**config.mk**
```make
export PLATFORM = sky130hd
export DESIGN_NAME = escalonador_zonas
export DESIGN_NICKNAME = d
export VERILOG_FILES = /design/src/rtl/escalonador_zonas.sv
export SDC_FILE = /design/constraint.sdc
export NUM_CORES = 1
export LEC_CHECK = 0
export CAP_MARGIN = 20
export CORE_MARGIN = 5
export CORE_UTILIZATION = 51
export DETAILED_ROUTE_END_ITERATION = 10
export PLACE_DENSITY = 0.81
export REMOVE_ABC_BUFFERS = 1
export SLEW_MARGIN = 10
export SYNTH_ARGS = -nofsm -noshare
export SYNTH_HDL_FRONTEND = slang
export SYNTH_SLANG_ARGS = --single-unit
```
**constraint.sdc**
```tcl
create_clock -name clk -period 6.3 [get_ports clk]
set_input_delay 1.89 -clock clk [delete_from_list [all_inputs] [get_ports clk]]
set_output_delay 1.89 -clock clk [all_outputs]
set_load 0.03 [all_outputs]
```
**src/rtl/escalonador_zonas.sv**
```systemverilog
// rtl/escalonador_zonas.sv - lighting zone power scheduler with round-robin grants and a cap on active zones
// Manual-priority preemption of long-held grants exists only when ESCALONADOR_PREEMPCAO_EN is defined.
module escalonador_zonas #(
    parameter int N_ZONAS    = 4,
    parameter int MAX_ATIVAS = 2,
    parameter int MIN_ON_T   = 5000
) (
    input  logic               clk,
    input  logic               rst,
    input  logic [N_ZONAS-1:0] req,
    input  logic [N_ZONAS-1:0] manual,
    output logic [N_ZONAS-1:0] grant,
    output logic [N_ZONAS-1:0] pendente,
    output logic [3:0]         ativas
);
    localparam int PW = $clog2(N_ZONAS);
    localparam logic [3:0] MAX_CNT = 4'(MAX_ATIVAS);

    typedef enum logic [1:0] {LIVRE, CHEIO, REVOGA} estado_t;

    estado_t            estado_q, estado_d;
    logic [N_ZONAS-1:0] grant_q, grant_d;
    logic [3:0]         ativas_q, ativas_d;
    logic [PW-1:0]      ptr_q, ptr_d;
    logic               armado_q;

    logic [N_ZONAS-1:0] mantidos, pend, pend_man, cand;
    logic [3:0]         cnt_mantidos;
    logic               achou, concede;
    logic [PW-1:0]      sel;

    function automatic logic [3:0] popcnt(input logic [N_ZONAS-1:0] v);
        logic [3:0] c;
        c = '0;
        for (int i = 0; i < N_ZONAS; i++) c = c + {3'b000, v[i]};
        return c;
    endfunction

    // Releases take effect before the new grant is chosen, so a freed slot is reusable at once.
    always_comb begin : selecao
        mantidos     = grant_q & req;
        pend         = req & ~grant_q;
        pend_man     = pend & manual;
        cand         = (pend_man != '0) ? pend_man : pend;
        cnt_mantidos = popcnt(mantidos);
        achou        = 1'b0;
        sel          = '0;
        for (int k = 0; k < N_ZONAS; k++) begin
            logic [PW-1:0] idx;
            idx = PW'((int'(ptr_q) + k) % N_ZONAS);
            if (!achou && cand[idx]) begin
                achou = 1'b1;
                sel   = idx;
            end
        end
    end

`ifdef ESCALONADOR_PREEMPCAO_EN
    localparam int HW = $clog2(MIN_ON_T + 1);
    localparam logic [HW-1:0] HOLD_MAX = HW'(MIN_ON_T);

    logic [HW-1:0]      hold_q [N_ZONAS];
    logic [N_ZONAS-1:0] hold_cheio, eleg;
    logic [PW-1:0]      vitima;
    logic               gatilho;

    // Only automatic zones that have been on for the full minimum time may be revoked.
    always_comb begin : preempcao
        hold_cheio = '0;
        for (int i = 0; i < N_ZONAS; i++) hold_cheio[i] = (hold_q[i] == HOLD_MAX);
        eleg    = mantidos & ~manual & hold_cheio;
        gatilho = (pend_man != '0) && (eleg != '0);
        vitima  = '0;
        for (int i = N_ZONAS - 1; i >= 0; i--) begin
            if (eleg[i]) vitima = PW'(i);
        end
    end

    always_ff @(posedge clk or posedge rst) begin
        if (rst) begin
            for (int i = 0; i < N_ZONAS; i++) hold_q[i] <= '0;
        end else begin
            for (int i = 0; i < N_ZONAS; i++) begin
                if (!grant_d[i] || !grant_q[i]) hold_q[i] <= '0;
                else if (hold_q[i] != HOLD_MAX) hold_q[i] <= hold_q[i] + 1'b1;
            end
        end
    end
`endif

    always_comb begin : proximo
        concede = armado_q && (estado_q != REVOGA) && (cnt_mantidos < MAX_CNT) && achou;
        grant_d = mantidos;
        ptr_d   = ptr_q;
        if (concede) begin
            grant_d[sel] = 1'b1;
            ptr_d        = (sel == PW'(N_ZONAS - 1)) ? '0 : sel + 1'b1;
        end
`ifdef ESCALONADOR_PREEMPCAO_EN
        if (estado_q == REVOGA && gatilho) grant_d[vitima] = 1'b0;
`endif
        ativas_d = popcnt(grant_d);
        estado_d = (ativas_d >= MAX_CNT) ? CHEIO : LIVRE;
`ifdef ESCALONADOR_PREEMPCAO_EN
        if (estado_q == CHEIO && gatilho && cnt_mantidos == MAX_CNT) estado_d = REVOGA;
`endif
    end

    always_ff @(posedge clk or posedge rst) begin
        if (rst) begin
            grant_q  <= '0;
            ativas_q <= '0;
            ptr_q    <= '0;
            armado_q <= 1'b0;
            estado_q <= LIVRE;
        end else begin
            grant_q  <= grant_d;
            ativas_q <= ativas_d;
            ptr_q    <= ptr_d;
            armado_q <= 1'b1;
            estado_q <= estado_d;
        end
    end

    assign grant    = grant_q;
    assign ativas   = ativas_q;
    assign pendente = req & ~grant_q;
endmodule

```
==> metrics.yaml <==
cts_root_buf: "clkbuf_4"
io_buffers: 20
setup_slack_ns: 1.04
drc: 0
yosys_register_bits: 10
post-cts-setup-buffer-count: 0
die_area_sq_mm: 0.00253
synthFlopType: "dfrtp_1"
synth_edf_count: 0
setup_violations: 0
power_frac_comb_pct: 65.8
grt_pass1_wl_mm: 2.99
crit_buf_inv: 2
path_class: "in2out"
synth_seq_area_share_pct: 30.3
power_frac_seq_pct: 25.3
period_minus_slack_ns: 5.26
startpoint_type: "primary input"
drt_first_iter_violations: 28
synth_top_area_share_pct: 30.3
netlist-cell-type-count: 35
coreArea_sq_mm: 0.00152
maxCapViolCount: 0
yosysWarningCount: 0
crit_chain: "clkdlybuf4s50_1 -> and2b_4 -> clkdlybuf4s50_1"
end_kind: "output port"
dp_hpwl_mm: 1.49
mostFrequentLayoutCells: "20 x clkdlybuf4s50_1, 10 x dfrtp_1, 6 x inv_1, 6 x ha_1, 5 x a21oi_1"
antenna_found_initial: 0
final_common_cell: "clkdlybuf4s50_1"
htree_levels: 1
gp_congestion: 0.814
hold_class: "reg2reg"
fin_tns_setup_ns: 0
ant_nets: 0
cts_buffers: 3
fmax_mhz: 190
syn_area_per_cell_sq_um: 10.9
peakVddDrop_uv: 247
cp.required_ns: 4.41
dieHeight_um: 50.3
finalClockSkew_ns: 0.00367
sw_frac_of_total_pct: 44.1
p_switching_uw: 195
power_per_cell_area_mw_per_mm2: 417
hold_violations: 0
grt_start_max_net_pins: 11
clk_latency_ns: 0.25
io_pins: 22
nets: 118
p_leak_nw: 0.506
first_pass_iters: 4
place_area_sq_mm: 0.00104
clock_sinks: 10
diodes: 0
post_cts_resized: 0
clock_path_buffers: 2
start_util_pct: 54.3
hold-worst-slack_ns: 0.606
p_clk_share_pct: 8.9
yosysTopAreaCell: "dfrtp_1"
arrival_ns: 3.37
async_flop_share_pct: 100
path_clk_slew_ns: 0.06
grt_pass1_vias: 678
cp_max_fo: 5
syn_inst: 76
fin_area_sq_mm: 0.00106
maxSlewViolCount: 0
final.period_utilization_pct: 83.4
area_delta_synth_final_pct: 28.4
grtUsageTotal_pct: 15.3
wirelength_mm: 1.78
cp_top_family: "buffers and inverters"
synth_area_sq_um: 827
vias: 646
grt_overflow: 0
die_w_um: 50.3
vias_per_cell: 5.67
routedWlPerCell_um: 15.6
critPathMostFrequentCell: "clkdlybuf4s50_1"
cp_slowest_cell: "clkdlybuf4s50_1"
fin_util_pct: 69.7
synth_area_leaders: "dfrtp_1 30%, ha_1 9.1%, nand3b_4 7.3%"
rsz0062_at_grt: "false"
rows: 14
status: "finished, final reports clean"
cts_hold_buf: 0
intPower_uw: 247
dpl_worst_slack_ns: 1.05
final_layout_size_suffix_gt1_share_pct: 19.4
cp_slowest_stage_delay_ns: 0.66
cts_tree: "done"
## kinds of logic after synthesis
family / after synthesis / share of synthesized area (%)
compound gates: 28 / 29.2
fa+ha+maj: 8 / 13.9
buf+inv: 7 / 3.63
flops: 10 / 30.3
mux: 1 / 1.81
other cells: 2 / 0.908
simple gates: 20 / 20.3
## sequential cells by signal, indices dropped and copies added (netlist names)
| signal | flops |
|---|---|
| grant | 4 |
| armado_q | 1 |
| ptr_q | 2 |
| ativas | 3 |
## worst register-to-register path, cell delays in order (launching register included)
cell and delay, ns:
dfrtp_1 0.41, nand3b_1 0.31, a41oi_2 0.29, o32ai_1 0.12
a211oi_2 0.27, o21ai_0 0.19, ha_1 0.24, a21o_2 0.21
fa_1 0.48, ha_1 0.21, ha_1 0.26
## power by group through the flow
stage | clock, mW | sequential [mW] | combinational [mW]
final | 0.0394 | 0.112 | 0.291
after global routing | 0.0455 | 0.115 | 0.320
after CTS | 0.0422 | 0.111 | 0.295
after detailed placement | 0 | 0.112 | 0.294
after global placement | 0 | 0.110 | 0.288
after floorplan | 0 | 0.138 | 0.176
## worst paths after layout
check | start | endpoint | slack (ns) | cells past startpoint
worst max-delay path | req[2] | pendente[2] | 1.04 | 3
worst max register to register | grant[0] | ativas[1] | 3.18 | 10
max in group asynchronous | rst | grant[3] | 4.14 | 2
worst min-delay path | ptr_q[1] | ptr_q[1] | 0.61 | 1
min in group asynchronous | rst | ptr_q[0] | 1.90 | 2
worst min register to register | ptr_q[1] | ptr_q[1] | 0.61 | 1
## cell usage after synthesis, types with 2 or more instances
master / instances
a21o_2: 3
a21oi_1: 5
a31oi_1: 2
and2_1: 4
conb_1: 2
dfrtp_1: 10
fa_1: 2
ha_1: 6
inv_1: 6
nand2_1: 3
nand2b_1: 2
nand3b_4: 3
o21a_1: 2
o21ai_0: 3
o22ai_1: 3
## stage by stage
| step | instances | power [mW] |
|---|---|---|
| 2_1_floorplan | 75 | 0.314 |
| 4_1_cts | 114 | 0.448 |
| 3_5_place_dp | 111 | 0.406 |
| 3_3_place_gp | 111 | 0.398 |
| 6_report | 114 | 0.443 |
| 5_1_grt | 114 | 0.481 |
## routing by layer
layer | GRT usage (%) | up-vias | wire, um
li1 | - | 320 | -
met2 | 27.2 | 21 | 920
met1 | 16.9 | 301 | 730
met4 | 10.0 | 0 | 23
met3 | 1.78 | 4 | 100
met5 | 0 | - | 0
## final cells by class
class	instances	area (sq um)
Inverter	6	22.5
Clock buffer	3	22.5
Fill cell	112	462
Timing Repair Buffer	20	200
Tap cell	16	20.0
Sequential cell	10	250
Multi-Input combinational cell	59	547
No activity file was read; power rests on OpenSTA's default activity.
